===== src/rtl/mem_arbiter.sv =====
// mem_arbiter: arbitrates ICache and DCache requests onto one line-wide memory port.
// Optional ARB_ROUND_ROBIN_EN: alternate on ties; when undefined, DCache wins every tie.
module mem_arbiter #(
    parameter int ADDR_W = 32,
    parameter int LINE_W = 128
) (
    input  logic              clk,
    input  logic              rst,
    input  logic [ADDR_W-1:0] ic_addr_i,
    input  logic              ic_valid_req_i,
    output logic              ic_ready_o,
    output logic [LINE_W-1:0] ic_data_o,
    input  logic [ADDR_W-1:0] dc_addr_i,
    input  logic              dc_valid_req_i,
    input  logic              dc_we_i,
    input  logic [LINE_W-1:0] dc_wdata_i,
    output logic              dc_ready_o,
    output logic [LINE_W-1:0] dc_rdata_o,
    output logic [ADDR_W-1:0] mem_addr_o,
    output logic              mem_valid_req_o,
    output logic              mem_we_o,
    output logic [LINE_W-1:0] mem_wdata_o,
    input  logic              mem_ready_i,
    input  logic [LINE_W-1:0] mem_data_i
);

    typedef enum logic [1:0] {IDLE, WAIT_I, WAIT_D} state_t;

    localparam logic [ADDR_W-1:0] LINE_MASK = ~ADDR_W'(15);

    state_t            state_q;
    logic              ic_pend_q;
    logic              ic_stale_q;
    logic [ADDR_W-1:0] ic_addr_q;
    logic              dc_pend_q;
    logic              dc_we_q;
    logic [ADDR_W-1:0] dc_addr_q;
    logic [LINE_W-1:0] dc_wdata_q;

    logic              ic_want;
    logic              dc_want;
    logic              tie_to_d;
    logic              grant_d;
    logic              grant_i;
    logic [ADDR_W-1:0] ic_addr_eff;
    logic [ADDR_W-1:0] dc_addr_eff;
    logic              dc_we_eff;
    logic [LINE_W-1:0] dc_wdata_eff;

`ifdef ARB_ROUND_ROBIN_EN
    logic last_d_q;
    assign tie_to_d = ~last_d_q;
`else
    assign tie_to_d = 1'b1;
`endif

    // Incoming pulses bypass the pending registers so an idle arbiter issues next cycle.
    // A new I pulse supersedes a pending one; a new D pulse never replaces a pending one.
    always_comb begin
        ic_want      = ic_pend_q | ic_valid_req_i;
        dc_want      = dc_pend_q | dc_valid_req_i;
        ic_addr_eff  = ic_valid_req_i ? ic_addr_i : ic_addr_q;
        dc_addr_eff  = dc_pend_q ? dc_addr_q : dc_addr_i;
        dc_we_eff    = dc_pend_q ? dc_we_q : dc_we_i;
        dc_wdata_eff = dc_pend_q ? dc_wdata_q : dc_wdata_i;
        grant_d      = dc_want & (~ic_want | tie_to_d);
        grant_i      = ic_want & ~grant_d;
    end

    always_ff @(posedge clk) begin
        if (rst) begin
            state_q         <= IDLE;
            ic_pend_q       <= 1'b0;
            ic_stale_q      <= 1'b0;
            ic_addr_q       <= '0;
            dc_pend_q       <= 1'b0;
            dc_we_q         <= 1'b0;
            dc_addr_q       <= '0;
            dc_wdata_q      <= '0;
            ic_ready_o      <= 1'b0;
            ic_data_o       <= '0;
            dc_ready_o      <= 1'b0;
            dc_rdata_o      <= '0;
            mem_addr_o      <= '0;
            mem_valid_req_o <= 1'b0;
            mem_we_o        <= 1'b0;
            mem_wdata_o     <= '0;
`ifdef ARB_ROUND_ROBIN_EN
            last_d_q        <= 1'b0;
`endif
        end else begin
            mem_valid_req_o <= 1'b0;
            ic_ready_o      <= 1'b0;
            dc_ready_o      <= 1'b0;

            if (ic_valid_req_i) begin
                ic_pend_q <= 1'b1;
                ic_addr_q <= ic_addr_i;
            end
            if (dc_valid_req_i && !dc_pend_q && state_q != WAIT_D) begin
                dc_pend_q  <= 1'b1;
                dc_addr_q  <= dc_addr_i;
                dc_we_q    <= dc_we_i;
                dc_wdata_q <= dc_wdata_i;
            end

            case (state_q)
                IDLE: begin
                    // The clears below override the captures above: a granted pulse is consumed.
                    if (grant_d) begin
                        mem_valid_req_o <= 1'b1;
                        mem_addr_o      <= dc_addr_eff & LINE_MASK;
                        mem_we_o        <= dc_we_eff;
                        mem_wdata_o     <= dc_wdata_eff;
                        dc_pend_q       <= 1'b0;
                        state_q         <= WAIT_D;
`ifdef ARB_ROUND_ROBIN_EN
                        last_d_q        <= 1'b1;
`endif
                    end else if (grant_i) begin
                        mem_valid_req_o <= 1'b1;
                        mem_addr_o      <= ic_addr_eff & LINE_MASK;
                        mem_we_o        <= 1'b0;
                        mem_wdata_o     <= '0;
                        ic_pend_q       <= 1'b0;
                        state_q         <= WAIT_I;
`ifdef ARB_ROUND_ROBIN_EN
                        last_d_q        <= 1'b0;
`endif
                    end
                end
                WAIT_I: begin
                    if (ic_valid_req_i) begin
                        ic_stale_q <= 1'b1;
                    end
                    // A newer I request makes the in-flight line stale; swallow its response.
                    if (mem_ready_i) begin
                        state_q    <= IDLE;
                        ic_stale_q <= 1'b0;
                        if (!ic_stale_q && !ic_valid_req_i) begin
                            ic_ready_o <= 1'b1;
                            ic_data_o  <= mem_data_i;
                        end
                    end
                end
                WAIT_D: begin
                    if (mem_ready_i) begin
                        state_q    <= IDLE;
                        dc_ready_o <= 1'b1;
                        if (!mem_we_o) begin
                            dc_rdata_o <= mem_data_i;
                        end
                    end
                end
                default: state_q <= IDLE;
            endcase
        end
    end

endmodule


===== config.mk =====
export PLATFORM = sky130hd
export DESIGN_NAME = mem_arbiter
export DESIGN_NICKNAME = d
export VERILOG_FILES = /design/src/rtl/mem_arbiter.sv
export SDC_FILE = /design/constraint.sdc
export NUM_CORES = 1
export LEC_CHECK = 0
export BUFFER_PORTS_ARGS = -buffer_cell sky130_fd_sc_hd__buf_2
export CORE_AREA = 2 2 288 290
export DETAILED_ROUTE_END_ITERATION = 8
export DIE_AREA = 0 0 290 292
export GPL_TIMING_DRIVEN = 0
export PLACE_DENSITY = 0.56
export SYNTH_ARGS = -nofsm -noshare
export SYNTH_HDL_FRONTEND = slang
export SYNTH_SLANG_ARGS = --single-unit

===== constraint.sdc =====
create_clock -name clk -period 3.2 [get_ports clk]
set_clock_uncertainty 0.05 [all_clocks]
set_input_delay 0.32 -clock clk [delete_from_list [all_inputs] [get_ports clk]]
set_output_delay 0.32 -clock clk [all_outputs]
set_load 0.03 [all_outputs]

==> flow_metrics.tcl <==
set metrics [dict create \
    status "finished, final reports clean" \
    fin_crit_sh 0.959 \
    critical_path_required_ns 3.68 \
    yosysTopAreaCellShare 0.503 \
    synth_top_area_cell "dfxtp_1" \
    grt_pass1_wl_mm 153 \
    crit_fanout 10 \
    r2r_end "dc_rdata_o[47]" \
    portBuffers 730 \
    clk_latency_ns 0.62 \
    hold_depth 3 \
    vias_per_cell 4.76 \
    die_h_um 292 \
    num_rows 105 \
    synth_area_leaders "dfxtp_1, nand2_1, a21oi_1" \
    root_buffer "clkbuf_16" \
    rr_startpoint "state_q[0]" \
    reg2reg_slack_ns 0.13 \
    fp.dieW_um 290 \
    period_needed_ns 3.07 \
    fp.dieArea_mm2 0.0847 \
    ys_warn_count 0 \
    synth_seq_area_share 0.503 \
    cts_setup_buffers 0 \
    worst_slew_pin_slew_ns 1.33 \
    drv_cap 0 \
    hold_end "ic_addr_q[31]" \
    drive_above_1_share 0.269 \
    fin_area_mm2 0.0346 \
    cts_buffer_depth 3 \
    worst-setup-path-type "reg -> reg" \
    ant_nets 0 \
    reg2regPathDepth 7 \
    synthArstFlopShare 0 \
    avgSynthCellArea_um2 8.46 \
    hp-class "in -> reg" \
    power_leakage_nw 14.1 \
    rsz0062_at_grt "no" \
    design.core.area_mm2 0.0816 \
    ios 746 \
    synth_common_cells "nand2_1, dfxtp_1, a21oi_1" \
    cts.sinks 606 \
    wirelength_mm 103 \
    synthCells 2848 \
    wire_per_inst_um 20.2 \
    yosysMostFrequentCell "nand2_1" \
    drv_slew 0 \
    cts_tree "yes" \
    crit_path_start_kind "flop" \
    start_util 0.295 \
    relSlewSlack 0.114 \
    yosysUniqueCellTypes 31 \
    gp_congestion 0.853 \
    power_mw 22.4 \
    grt_usage 0.236 \
    layout.nets 4295 \
    grt_overflow_total 0 \
    power_density_mw_per_mm2 646 \
    worstPathArrival_ns 3.55 \
    drtIter0Drc 1275 \
    synthFlopType "dfxtp_1" \
    drc_errors 0 \
    fmax_ghz 0.326 \
    syn-cell-area_mm2 0.0241 \
    ir_worst_vdd_mv 0.349 \
    placed_area_mm2 0.0291 \
    vias 24300 \
    hpwl_mm 77.7 \
    setup_violations 0 \
    grt_max_degree 13 \
    cp-end-kind "flop" \
    antenna_found_initial 19 \
    post-route-util 0.424 \
    grt_pass1_vias 24000 \
    hold_violations 0 \
    htreeDepth 3 \
    first_pass_iters 7 \
    synth_edf_count 0 \
    clk_pin_slew_ns 0.06 \
    area_growth_pct 43.7 \
    hold_path_startpoint "ic_addr_i[31]" \
    cts_made_buffers 70 \
    synth_seq_cells 606 \
]
## cells by family (layout without fill, tap and decap cells)
group	count (synthesis)	count (layout)	synth area share
AO/OA/AOI/OAI	606	606	0.195
adder cells (fa/ha/maj)	3	3	0.00156
buffers and inverters	262	1428	0.0528
flip-flops	606	606	0.503
multiplexers	28	28	0.0117
other	1	16	0.000156
AND/OR/NAND/NOR	1342	1342	0.236
## layer usage
layer  share of wire  vias up  global-route usage  wire length (um)
li1                -    11800                   -                 -
met5         0.00078        -                   0                80
met1            0.40    11400               0.272             41600
met4           0.037       12              0.0987              3840
met3           0.062      211              0.0553              6410
met2            0.49      786               0.416             50900
## layout make-up
type / count / area, um2
inverter: 2 / 7.51
fill: 8464 / 47000
clock inverter: 22 / 270
buffer: 260 / 1260
multi-input combinational: 1983 / 10700
timing repair buffer: 1043 / 6790
sequential: 606 / 12100
antenna: 12 / 30.0
tap: 1070 / 1340
clock buffer: 101 / 2090
## critical path: stages (launching register included)
cell and delay (ns):
dfxtp_1 0.31, inv_1 0.09, ha_1 0.31, and3b_1 0.21, clkbuf_1 0.97, clkbuf_1 0.67, nand2_1 0.22, a21oi_1 0.15
## registers in the layout, summed over array words and instances (netlist names)
| name | cells |
|---|---|
| dc_addr_q | 28 |
| dc_pend_q | 1 |
| dc_rdata_o | 128 |
| dc_ready_o | 1 |
| dc_wdata_q | 128 |
| dc_we_q | 1 |
| ic_addr_q | 28 |
| ic_data_o | 128 |
| ic_pend_q | 1 |
| ic_ready_o | 1 |
| ic_stale_q | 1 |
| mem_addr_o | 28 |
| mem_valid_req_o | 1 |
| mem_wdata_o | 128 |
| mem_we_o | 1 |
| state_q | 2 |
## report_power, final
part | internal, mW | switching (mW)
combinational | 1.84 | 3.59
sequential | 8.27 | 0.399
clock | 4.89 | 3.39
total | 15.0 | 7.38
## per-stage QoR
| stage | TNS (ns) | setup slack, ns | hold slack, ns | std cells |
|---|---|---|---|---|
| 2_1_floorplan | 0 | 1.40 | 0.366 | 2851 |
| 3_3_place_gp | -0.0867 | -0.0791 | 0.389 | 4651 |
| 3_5_place_dp | -0.0383 | -0.0383 | 0.393 | 4651 |
| 4_1_cts | 0 | 0.0623 | 0.0297 | 5087 |
| 5_1_grt | 0 | 0.00603 | 0.0854 | 5096 |
| 6_report | 0 | 0.131 | 0.0843 | 5099 |
## worst max-delay path by stage
stage / start / to
floorplan: state_q[0] / dc_wdata_q[100]
global placement: rst / dc_ready_o
detailed placement: rst / dc_ready_o
CTS: state_q[0] / dc_rdata_o[47]
global route: state_q[0] / dc_rdata_o[47]
finish: state_q[0] / dc_rdata_o[47]
## cells in the final DEF, fill, tap and decap left out, types with 2 or more instances in the layout
cell / Yosys / layout
nand2_1: 983 / 983
ha_1: 3 / 3
inv_6: 0 / 4
nand3b_1: 157 / 157
mux2i_1: 27 / 27
inv_1: 2 / 2
buf_2: 45 / 775
dfxtp_1: 606 / 606
a211oi_1: 2 / 2
or3b_2: 2 / 2
nor3_1: 2 / 2
diode_2: 0 / 12
inv_16: 0 / 3
clkbuf_8: 0 / 20
dlygate4sd3_1: 0 / 313
a21oi_1: 416 / 416
and3b_1: 2 / 2
clkbuf_1: 171 / 181
nor2b_1: 3 / 3
clkbuf_16: 0 / 71
a311oi_2: 129 / 129
bufinv_16: 0 / 4
nor2_1: 189 / 189
clkinv_2: 0 / 11
buf_1: 11 / 11
o311a_1: 27 / 27
conb_1: 1 / 4
buf_6: 29 / 29
a211oi_2: 28 / 28
buf_4: 4 / 4
## timing repair
action	in CTS	in global routing
gates resized for setup	0	0
hold endpoints to repair	571	0
hold buffers	313	0
(Power assumes the default switching activity.)
